### src/rtl/sc_io_controller.sv
// sc_io_controller: memory-mapped I/O block for the single-cycle computer.
// Decodes a 256-byte I/O window, keeps stores out of data memory, supplies
// load data for the CPU load mux, synchronises switches/keys and latches
// key-press edges in sticky clear-on-read flags.
//
// Optional build macro: KEY_DEBOUNCE_EN adds a per-key stable-count filter
// (DEBOUNCE_CYCLES) between the key synchroniser and edge detection.
//
// Ports:
//   clock, resetn      clock (rising edge), synchronous active-low reset
//   addr, datain       CPU data address / store data
//   we, re             CPU store / load strobes
//   sw[9:0], key[3:0]  asynchronous board inputs (key active-low)
//   io_sel             addr lies in the I/O window (combinational)
//   dmem_we            store strobe for data memory (combinational)
//   io_rdata           read data for the addressed I/O register (combinational)
//   led[9:0]           LED register
//   hex5..hex0         active-low seven-segment glyphs {g,f,e,d,c,b,a}
module sc_io_controller #(
    parameter logic [31:0] IO_BASE = 32'h0000_FF00
`ifdef KEY_DEBOUNCE_EN
    , parameter int unsigned DEBOUNCE_CYCLES = 16
`endif
) (
    input  logic        clock,
    input  logic        resetn,
    input  logic [31:0] addr,
    input  logic [31:0] datain,
    input  logic        we,
    input  logic        re,
    input  logic [9:0]  sw,
    input  logic [3:0]  key,
    output logic        io_sel,
    output logic        dmem_we,
    output logic [31:0] io_rdata,
    output logic [9:0]  led,
    output logic [6:0]  hex5,
    output logic [6:0]  hex4,
    output logic [6:0]  hex3,
    output logic [6:0]  hex2,
    output logic [6:0]  hex1,
    output logic [6:0]  hex0
);

    localparam int unsigned NUM_KEYS = 4;
    localparam int unsigned NUM_HEX  = 6;
    localparam int unsigned OFS_W    = 6;

    localparam logic [OFS_W-1:0] OFS_SW   = 6'd0;
    localparam logic [OFS_W-1:0] OFS_KEYS = 6'd1;
    localparam logic [OFS_W-1:0] OFS_EDGE = 6'd2;
    localparam logic [OFS_W-1:0] OFS_LED  = 6'd3;
    localparam logic [OFS_W-1:0] OFS_HEX0 = 6'd4;
    localparam logic [OFS_W-1:0] OFS_HEX5 = 6'd9;

    // Active-low glyph lookup; bit 4 blanks the digit.
    function automatic logic [6:0] seg_decode(input logic [4:0] v);
        logic [6:0] s;
        case (v[3:0])
            4'h0: s = 7'h40;  4'h1: s = 7'h79;  4'h2: s = 7'h24;  4'h3: s = 7'h30;
            4'h4: s = 7'h19;  4'h5: s = 7'h12;  4'h6: s = 7'h02;  4'h7: s = 7'h78;
            4'h8: s = 7'h00;  4'h9: s = 7'h10;  4'hA: s = 7'h08;  4'hB: s = 7'h03;
            4'hC: s = 7'h46;  4'hD: s = 7'h21;  4'hE: s = 7'h06;  default: s = 7'h0E;
        endcase
        return v[4] ? 7'h7F : s;
    endfunction

    logic [OFS_W-1:0]    offset;
    logic                wr_io;
    logic                edge_clr;
    logic [9:0]          sw_s1, sw_s2;
    logic [NUM_KEYS-1:0] key_s1, key_s2, key_acc;
    logic [NUM_KEYS-1:0] pressed, pressed_q, edge_flags, armed, new_edges;
    logic [1:0]          settle_cnt;
    logic                settled;
    logic [4:0]          hex_val [NUM_HEX];
    logic [6:0]          hex_seg [NUM_HEX];
    logic                unused_bits;

    assign offset   = addr[7:2];
    assign io_sel   = (addr[31:8] == IO_BASE[31:8]);
    assign dmem_we  = we & ~io_sel;
    assign wr_io    = we & io_sel;
    assign edge_clr = re & io_sel & (offset == OFS_EDGE);
    assign unused_bits = ^{addr[1:0], datain[31:10]};

    // Two-flop synchronisers; keys reset to released.
    always_ff @(posedge clock) begin
        if (!resetn) begin
            sw_s1  <= '0;
            sw_s2  <= '0;
            key_s1 <= '1;
            key_s2 <= '1;
        end else begin
            sw_s1  <= sw;
            sw_s2  <= sw_s1;
            key_s1 <= key;
            key_s2 <= key_s1;
        end
    end

`ifdef KEY_DEBOUNCE_EN
    localparam int unsigned CNT_W = (DEBOUNCE_CYCLES > 2) ? $clog2(DEBOUNCE_CYCLES) : 1;

    logic [CNT_W-1:0]    db_cnt [NUM_KEYS];
    logic [NUM_KEYS-1:0] key_db;

    // Accept a new key level only after it has differed for DEBOUNCE_CYCLES clocks.
    always_ff @(posedge clock) begin
        if (!resetn) begin
            key_db <= '1;
            for (int i = 0; i < int'(NUM_KEYS); i++) db_cnt[i] <= '0;
        end else begin
            for (int i = 0; i < int'(NUM_KEYS); i++) begin
                if (key_s2[i] == key_db[i]) begin
                    db_cnt[i] <= '0;
                end else if (db_cnt[i] == CNT_W'(DEBOUNCE_CYCLES - 1)) begin
                    key_db[i] <= key_s2[i];
                    db_cnt[i] <= '0;
                end else begin
                    db_cnt[i] <= db_cnt[i] + CNT_W'(1);
                end
            end
        end
    end

    assign key_acc = key_db;
`else
    assign key_acc = key_s2;
`endif

    assign pressed   = ~key_acc;
    assign settled   = (settle_cnt == 2'd2);
    // A key only produces edges once it has been seen released after reset,
    // so a button held through reset release cannot raise a flag.
    assign new_edges = pressed & ~pressed_q & armed;

    // Edge detection and sticky flags; a same-cycle set overrides the clear.
    always_ff @(posedge clock) begin
        if (!resetn) begin
            pressed_q  <= '0;
            edge_flags <= '0;
            armed      <= '0;
            settle_cnt <= '0;
        end else begin
            if (!settled) settle_cnt <= settle_cnt + 2'd1;
            if (settled)  armed <= armed | key_s2;
            pressed_q  <= pressed;
            edge_flags <= (edge_clr ? '0 : edge_flags) | new_edges;
        end
    end

    // RW registers; glyphs are decoded at write time so outputs come from flops.
    always_ff @(posedge clock) begin
        if (!resetn) begin
            led <= '0;
            for (int i = 0; i < int'(NUM_HEX); i++) begin
                hex_val[i] <= 5'h10;
                hex_seg[i] <= 7'h7F;
            end
        end else if (wr_io) begin
            if (offset == OFS_LED) led <= datain[9:0];
            for (int i = 0; i < int'(NUM_HEX); i++) begin
                if (offset == OFS_HEX0 + OFS_W'(i)) begin
                    hex_val[i] <= datain[4:0];
                    hex_seg[i] <= seg_decode(datain[4:0]);
                end
            end
        end
    end

    // Read mux; unmapped offsets and non-I/O addresses return zero.
    always_comb begin
        io_rdata = '0;
        if (io_sel) begin
            case (offset)
                OFS_SW:   io_rdata = 32'(sw_s2);
                OFS_KEYS: io_rdata = 32'(pressed);
                OFS_EDGE: io_rdata = 32'(edge_flags);
                OFS_LED:  io_rdata = 32'(led);
                default: begin
                    if (offset >= OFS_HEX0 && offset <= OFS_HEX5)
                        io_rdata = 32'(hex_val[3'(offset - OFS_HEX0)]);
                end
            endcase
        end
    end

    assign hex0 = hex_seg[0];
    assign hex1 = hex_seg[1];
    assign hex2 = hex_seg[2];
    assign hex3 = hex_seg[3];
    assign hex4 = hex_seg[4];
    assign hex5 = hex_seg[5];

endmodule
### config.mk
export PLATFORM = sky130hd
export DESIGN_NAME = sc_io_controller
export DESIGN_NICKNAME = d
export VERILOG_FILES = /design/src/rtl/sc_io_controller.sv
export SDC_FILE = /design/constraint.sdc
export NUM_CORES = 1
export LEC_CHECK = 0
export BUFFER_PORTS_ARGS = -buffer_cell sky130_fd_sc_hd__buf_4
export CAP_MARGIN = 20
export CORE_AREA = 2 2 137 99
export CTS_BUF_LIST = sky130_fd_sc_hd__clkbuf_8
export DETAILED_ROUTE_END_ITERATION = 12
export DIE_AREA = 0 0 139 101
export GPL_ROUTABILITY_DRIVEN = 0
export HOLD_SLACK_MARGIN = 0.12
export PLACE_DENSITY = 0.71
export SYNTH_ARGS = -nofsm -noshare
export SYNTH_HDL_FRONTEND = slang
export SYNTH_SLANG_ARGS = --single-unit
### constraint.sdc
create_clock -name clock -period 2.3 [get_ports clock]
set_input_delay 0.46 -clock clock [delete_from_list [all_inputs] [get_ports clock]]
set_output_delay 0.46 -clock clock [all_outputs]
set_load 0.01 [all_outputs]
# Word-level counts from Yosys, hierarchy flattened
# Memories as Yosys holds them, arrays and structs flattened.
# Cells that the tools add are included.
[op_classes]
eq_ne = 11
reduce_logical = 3
bitwise = 23
n_mux = 65
order_cmp = 2
n_addsub = 2
[ops]
columns = ["cell", "count"]
rows = [
  ["$mux 7", 30],
  ["$pmux 10 s4", 1],
  ["$mux 5", 7],
  ["$mux 1", 25],
  ["$eq 24x8->1 const B", 1],
  ["$eq 6x3->1 const B", 4],
  ["$eq 6x2->1 const B", 2],
  ["$eq 6x4->1 const B", 2],
  ["$or 1x1->1", 12],
  ["$mux 10", 1],
  ["$and 4x4->4", 2],
  ["$not 4->4", 2],
  ["$or 4x4->4", 2],
  ["$eq 6x1->1 const B", 1],
  ["$ge 6x3->1 const B", 1],
  ["$le 6x4->1 const B", 1],
  ["$logic_not 6->1", 1],
  ["$and 1x1->1", 4],
  ["$mux 4", 1],
  ["$sub 3x3->3 const B", 1],
  ["$add 2x1->2 const B", 1],
  ["$eq 2x2->1 const B", 1],
  ["$reduce_and 2->1", 1],
  ["$logic_and 1x1->1", 1],
  ["$not 1->1", 1],
]
[word_totals]
in_bits = 82
mem_count = 8
mem_bits_rw = 72
register_bits = 52
elab_cells = 123
mem_bits_ro = 672
output_inout_bits = 86
[mem_list]
columns = ["memory", "words", "width", "rd", "rd_ports_with_merged_regs", "wr", "line_no", "source"]
rows = [
  ["(name not given)", 16, 7, 1, 0, 0, "59", "case (v[3:0])"],
  ["(name not given)", 16, 7, 1, 0, 0, "59", ""],
  ["(name not given)", 16, 7, 1, 0, 0, "59", ""],
  ["(name not given)", 16, 7, 1, 0, 0, "59", ""],
  ["(name not given)", 16, 7, 1, 0, 0, "59", ""],
  ["(name not given)", 16, 7, 1, 0, 0, "59", ""],
  ["+2 memories", "n/a", "n/a", "n/a", "n/a", "n/a", "n/a", ""],
]

# Depth between registers and ports, before layout
# Gate-level depths: netlist of the first run.
[logic_depth]
depth_word = 6
mapped_depth = 7
depth_no_buf = 6

# Worst setup path before layout of the first run
# Ideal clock, no wire load.
[synth_timing]
path_kind = "input port to flip-flop"
startpoint = "input addr[21]"
endpoint = "memory hex_seg[0][0] (enable)"
cell_stages = 5
setup_slack_ns = -0.113
setup_ns = 0.382
t_arrival_ns = 2.030
n_path_buf = 1
t_required_ns = 1.918
cell_sequence = "nor4_2 > and4_1 > buf_2 > nand3_1 > o21ai_1"
[synth_rtl]
columns = ["item", "line_no", "source"]
rows = [
  ["start: declaration", "27", "input logic [31:0] addr,"],
  ["end: declaration", "77", "logic [6:0] hex_seg [NUM_HEX];"],
]

# Worst setup path after layout of the first run
[layout_timing]
startpoint = "input addr[20]"
endpoint = "output io_rdata[0]"
[layout_via]
elab_chain_cells = 2
[layout_lines]
columns = ["item", "line_no", "source"]
rows = [
  ["$eq 24x8->1", "81", "assign io_sel = (addr[31:8] == IO_BASE[31:8]);"],
  ["$mux 10", "175", "if (io_sel) begin"],
  ["end: declaration", "35", "output logic [31:0] io_rdata,"],
]
# No other way between the ends.

==> results of run 1 <==
[area by class of cell]
cell class | count | area, sq um | area share
timing repair buffer | 163 | 1224 | 0.1703
tap | 166 | 207.7 | 0.02891
sequential | 124 | 3203 | 0.4458
inverter | 13 | 48.80 | 0.006792
multi-input combinational | 320 | 2112 | 0.2940
clock inverter | 14 | 141.4 | 0.01968
clock buffer | 18 | 247.7 | 0.03448
[per-stage QoR]
step                worst slack [ns]  TNS, ns
floorplan                    -0.1126   -8.109
global placement            -0.07345  -0.9846
detailed placement           -0.1161   -4.079
CTS                          0.01849        0
global route                 0.01376        0
finish                       0.07492        0
[Yosys cell counts (5+ instances only)]
cell      count  area share
and4_1        7       0.011
ha_1          7       0.016
nor2b_1      12       0.013
buf_4        27       0.036
and2_1       27       0.030
nor2_1       36       0.024
nand3_1      31       0.028
nand4_1       8      0.0090
clkbuf_1     15       0.010
edfxtp_1     72        0.39
a21boi_1     10       0.013
buf_2        12       0.011
o21ai_1      16       0.014
o21ai_0       7      0.0063
dfxtp_1      52        0.19
nand2b_1     12       0.013
a21oi_1      13       0.012
nand2_1      41       0.028
a211oi_1      6      0.0081
mux4_2        7       0.028
a22oi_1       7      0.0094
mux2i_1       9       0.016
nor3_1        5      0.0045
inv_1        13      0.0088
[power by group through the flow]
stage,registers [mW],clock network [mW],logic (mW)
floorplan,2.57,0,0.302
global placement,2.56,0,0.536
detailed placement,2.56,0,0.553
CTS,2.51,1.89,0.556
global route,2.52,1.99,0.617
finish,2.51,1.86,0.561
[cell families after synthesis]
kind of cell | count (synthesis)
AOI/OAI and AO/OA | 69
xor gates and xnor gates | 1
adders and majority gates | 7
buffers and inverters | 69
DFF | 124
muxes | 20
other | 1
and+or+nand+nor | 201
[path summary, 6_finish.rpt]
| path | from | to | slack [ns] | cells after the start |
|---|---|---|---|---|
| setup / recovery | addr[20] | io_rdata[0] | 0.07 | 6 |
| hold / removal | key[2] | key_s1[2] | 0.21 | 2 |
| setup reg to reg | settle_cnt[0] | settle_cnt[0] | 1.19 | 4 |
| hold reg to reg | key_s1[3] | key_acc[3] | 0.41 | 1 |
[repair_timing]
action | CTS | global route
setup buffers | 0 | 1
setup endpoints to repair | 6 | 11
gates cloned | 0 | 0
hold buffers | 0 | 0
resized for setup | 5 | 4
pin swaps | 0 | 1
[flip-flops by register name, summed over array words and instances, names as in the netlist, 4 cells and up]
signal,cells
hex_val,30
hex_seg,42
edge_flags,4
led,10
key_s1,4
pressed_q,4
sw_s2,10
armed,4
key_acc,4
sw_s1,10
[per-layer routing]
layer / vias to the layer above / part of all wire
met1: 1971 / 0.42
li1: 2005 / -
met5: - / 0
met3: 21 / 0.10
met2: 235 / 0.47
met4: 0 / 0.0099
==> flow_metrics.py, run 1 <==
metrics = {
    "status": {
        "outcome": "finished clean",
    },
    "setup_path": {
        "crit_chain": "buf_4 -> nor4_4 -> and4_4 -> nand3_2 -> a21oi_1 -> buf_4",
        "cp_max_fo": 8,
        "crit_buf_inv": 2,
        "critPathArrivalTime_ns": 1.77,
        "max_stage_delay_ns": 0.33,
        "path_delay_family": "simple AND/OR/NAND/NOR gates",
        "worstSetupEndpointType": "output port",
        "crit_required_ns": 1.84,
        "worst_setup_path_start_kind": "primary input",
        "crit_path_frequent_cell": "buf_4",
        "critPathSlowestCell": "and4_4",
        "critPathKind": "in2out",
    },
    "cells_and_area": {
        "layout_common_cells": "buf_4 (163), edfxtp_1 (72), dfxtp_1 (52), nand2_1 (40), nor2_1 (36)",
        "drive_gt1_frac": 0.3466,
        "fin_cells": 818,
        "layout_commonest_cell": "buf_4",
        "areaGrowthSynthToFinish_pct": 28.89,
        "nFillCells": 1103,
        "fin_nets": 728,
        "utilization": 0.5618,
        "fin_area_sq_um": 7184,
        "antenna_cells": 0,
    },
    "pwr": {
        "p_seq_frac": 0.509,
        "powerDensity_nw_per_um2": 687.0,
        "p_int_mw": 3.725,
        "max-vdd-ir-drop_v": 0.0004219,
        "power.switching_mw": 1.211,
        "swShare": 0.2453,
        "power_mw": 4.935,
        "clkPwrFrac": 0.378,
        "leakagePower_nw": 2.834,
        "comb_power_share": 0.114,
    },
    "timing": {
        "setup_viol_count_final": 0,
        "period_share": 0.9674,
        "fmax_ghz": 0.4494,
        "whs_ns": 0.2136,
        "max-slew-margin-rel": 0.6085,
        "skew_ns": 0.004816,
        "finalHoldViolCount": 0,
        "slew_viol_final": 0,
        "tightest_slew_ns": 0.5872,
        "rsz0062_at_grt": "false",
        "min_period_ns": 2.225,
    },
    "clock_tree": {
        "clk_latency_ns": 0.42,
        "root_buffer": "clkbuf_8",
        "cts_buffers": 17,
        "clock_sinks": 124,
        "cts_max_level": 4,
        "cts_tree": "built",
        "clkTransAtPathRegs_ns": 0.07,
        "cts_buffer_depth": 2,
    },
    "drt": {
        "detail-route-antenna-nets": 0,
        "wl_per_cell_microns": 16.48,
        "first_pass_iters": 5,
        "drtIter0Drc": 386,
        "drc_errors": 0,
        "vias": 4232,
        "routed_wl_microns": 13480,
        "viasPerCell": 5.174,
    },
    "logic_synthesis": {
        "yosysWarnings": 0,
        "synth_cell_types": 49,
        "synth_cells": 492,
        "yosysSeqAreaShare": 0.5746,
        "synthAdderAreaFrac": 0.01571,
        "synthArstFlopShare": 0,
        "ys_ff_latch": 124,
        "synth_edf_count": 72,
        "avgSynthCellArea_sq_um": 11.33,
        "synth-xor-area-share": 0.001571,
        "synth-simple-area-share": 0.2063,
        "synth_compound_area_frac": 0.08126,
        "syn_area_sq_um": 5574,
        "ys.flop_type": "edfxtp_1",
        "synth_top_family_by_area": "simple AND/OR/NAND/NOR gates",
        "yosys-mux-area-fraction": 0.05253,
    },
    "global_route": {
        "grt_max_degree": 49,
        "grt_pass1_wl_microns": 21180,
        "grt_use_total": 0.1964,
        "grt_util_met3": 0.04988,
        "grt_busiest_layer": "met2",
        "grt_util_met1": 0.2617,
        "grt_pass1_vias": 4071,
        "grt_antenna_before_repair": 0,
        "grt_util_met2": 0.3194,
        "overflow": 0,
    },
    "floorplanning": {
        "die_w_microns": 139,
        "initial_utilization": 0.4359,
        "die_y_microns": 101,
        "ioPinCount": 168,
        "core_sq_um": 12790,
        "fp-row-count": 35,
        "die_area_sq_um": 14040,
    },
    "placed_design": {
        "dpl.cell_count": 785,
        "postPlaceCellArea_sq_um": 6750,
        "hpwl_microns": 10060,
        "portBuffers": 121,
    },
    "hold_path": {
        "min_path_type": "in2reg",
    },
    "job": {
        "max_cap_viol_count": 0,
    },
}
(Power assumes the default switching activity.)
==> inputs of run 2 (changes only) <==
--- a/config.mk
+++ b/config.mk
@@ -6,14 +6,14 @@
 export NUM_CORES = 1
 export LEC_CHECK = 0
 export BUFFER_PORTS_ARGS = -buffer_cell sky130_fd_sc_hd__buf_4
-export CAP_MARGIN = 20
+export CAP_MARGIN = 30
 export CORE_AREA = 2 2 137 99
 export CTS_BUF_LIST = sky130_fd_sc_hd__clkbuf_8
 export DETAILED_ROUTE_END_ITERATION = 12
 export DIE_AREA = 0 0 139 101
 export GPL_ROUTABILITY_DRIVEN = 0
 export HOLD_SLACK_MARGIN = 0.12
-export PLACE_DENSITY = 0.71
+export PLACE_DENSITY = 0.76
 export SYNTH_ARGS = -nofsm -noshare
 export SYNTH_HDL_FRONTEND = slang
 export SYNTH_SLANG_ARGS = --single-unit
==> flow_metrics.py, run 2 (same netlist as run 1, synthesis figures left out) <==
metrics = {
    "cells_and_area": {
        "drive_gt1_frac": 0.3374,
        "largest_register": "hex_seg",
        "areaGrowthSynthToFinish_pct": 27.99,
        "antenna_cells": 0,
        "layout_common_cells": "buf_4 (159), edfxtp_1 (72), dfxtp_1 (52), nand2_1 (40), nor2_1 (36)",
        "top_regs": "hex_seg x42, hex_val x30",
        "fin_area_sq_um": 7134,
        "nFillCells": 1078,
        "largest_reg_flops": 42,
        "layout_commonest_cell": "buf_4",
        "fin_nets": 725,
        "fin_cells": 815,
        "utilization": 0.5579,
    },
    "setup_path": {
        "worstSetupEndpointType": "output port",
        "worst_setup_path_start_kind": "flip-flop",
        "path_delay_family": "multiplexers",
        "max_stage_delay_ns": 0.48,
        "critPathKind": "reg2out",
        "critPathSlowestCell": "mux4_2",
        "crit_required_ns": 1.84,
        "crit_buf_inv": 1,
        "cp_max_fo": 1,
        "critPathArrivalTime_ns": 1.76,
        "crit_chain": "mux4_2 -> a22oi_1 -> a21oi_1 -> buf_4",
    },
    "timing": {
        "whs_ns": 0.2056,
        "tns_ns": 0,
        "min_period_ns": 2.223,
        "skew_ns": 0.003036,
        "worst_slack_ns": 0.07679,
        "slew_viol_final": 0,
        "fmax_ghz": 0.4498,
        "tightest_slew_ns": 0.5881,
        "period_share": 0.9666,
        "rsz0062_at_grt": "false",
        "finalHoldViolCount": 0,
        "setup_viol_count_final": 0,
        "max-slew-margin-rel": 0.6079,
    },
    "clock_tree": {
        "cts_buffers": 17,
        "cts_buffer_depth": 2,
        "root_buffer": "clkbuf_8",
        "ctsHoldBuffers": 0,
        "clk_latency_ns": 0.43,
        "clock_sinks": 124,
        "cts_tree": "built",
        "cts_max_level": 4,
        "clkTransAtPathRegs_ns": 0.07,
    },
    "placed_design": {
        "dpl.cell_count": 783,
        "postPlaceCellArea_sq_um": 6735,
        "post-place-ws_ns": -0.008696,
        "portBuffers": 121,
        "hpwl_microns": 9972,
    },
    "drt": {
        "vias": 4291,
        "routed_wl_microns": 13510,
        "drtIter0Drc": 349,
        "first_pass_iters": 7,
        "detail-route-antenna-nets": 0,
        "viasPerCell": 5.265,
        "wl_per_cell_microns": 16.57,
        "drc_errors": 0,
    },
    "pwr": {
        "power_mw": 4.921,
        "max-vdd-ir-drop_v": 0.0004307,
        "powerDensity_nw_per_um2": 689.8,
        "leakagePower_nw": 2.793,
    },
    "floorplanning": {
        "die_w_microns": 139,
        "ioPinCount": 168,
        "core_sq_um": 12790,
        "initial_utilization": 0.4359,
        "die_area_sq_um": 14040,
        "fp-row-count": 35,
        "die_y_microns": 101,
    },
    "job": {
        "max_cap_viol_count": 0,
    },
    "global_route": {
        "grt_pass1_wl_microns": 21280,
        "overflow": 0,
        "grt_max_degree": 58,
        "grt_pass1_vias": 4150,
        "grt_antenna_before_repair": 0,
        "grt_use_total": 0.1957,
    },
    "status": {
        "outcome": "finished clean",
    },
    "hold_path": {
        "min_path_type": "in2reg",
    },
}
-- run 2: cell type report --
class,count,area (sq um),area share
Clock buffer,17,234.0,0.03280
Clock inverter,15,147.6,0.02069
Inverter,13,48.80,0.006840
Multi-Input combinational cell,320,2088,0.2927
Sequential cell,124,3203,0.4490
Tap cell,166,207.7,0.02911
Timing Repair Buffer,160,1205,0.1689
-- run 2: routing by layer --
layer  GRT usage  wire length [microns]  vias up  part of all wire
met5           0                      0        -                 0
met4     0.08702                    281        0             0.021
met3     0.05273                   1155       28             0.086
met2      0.3156                   6347      229              0.47
met1      0.2509                   5719     2041              0.42
li1            -                      -     1993                 -
-- run 2: path summary, 6_finish.rpt --
check                start             to  slack (ns)  cells past startpoint
max reg2reg  settle_cnt[0]  settle_cnt[0]        1.20                      4
max          hex_val[0][0]    io_rdata[0]        0.08                      4
min                 key[0]      key_s1[0]        0.21                      2
min reg2reg      key_s1[3]     key_acc[3]        0.41                      1
-- run 2: report_power, final --
group / total (mW) / internal [mW] / switching [mW]
logic: 0.552 / 0.262 / 0.290
registers: 2.51 / 2.46 / 0.0470
clock network: 1.86 / 0.958 / 0.900
total: 4.92 / 3.68 / 1.24
-- run 2: timing repair --
| item | CTS | global route |
|---|---|---|
| gates cloned | 0 | 0 |
| endpoints found under the setup margin | 2 | 11 |
| resized for setup | 0 | 5 |
| buffers inserted | 0 | 0 |
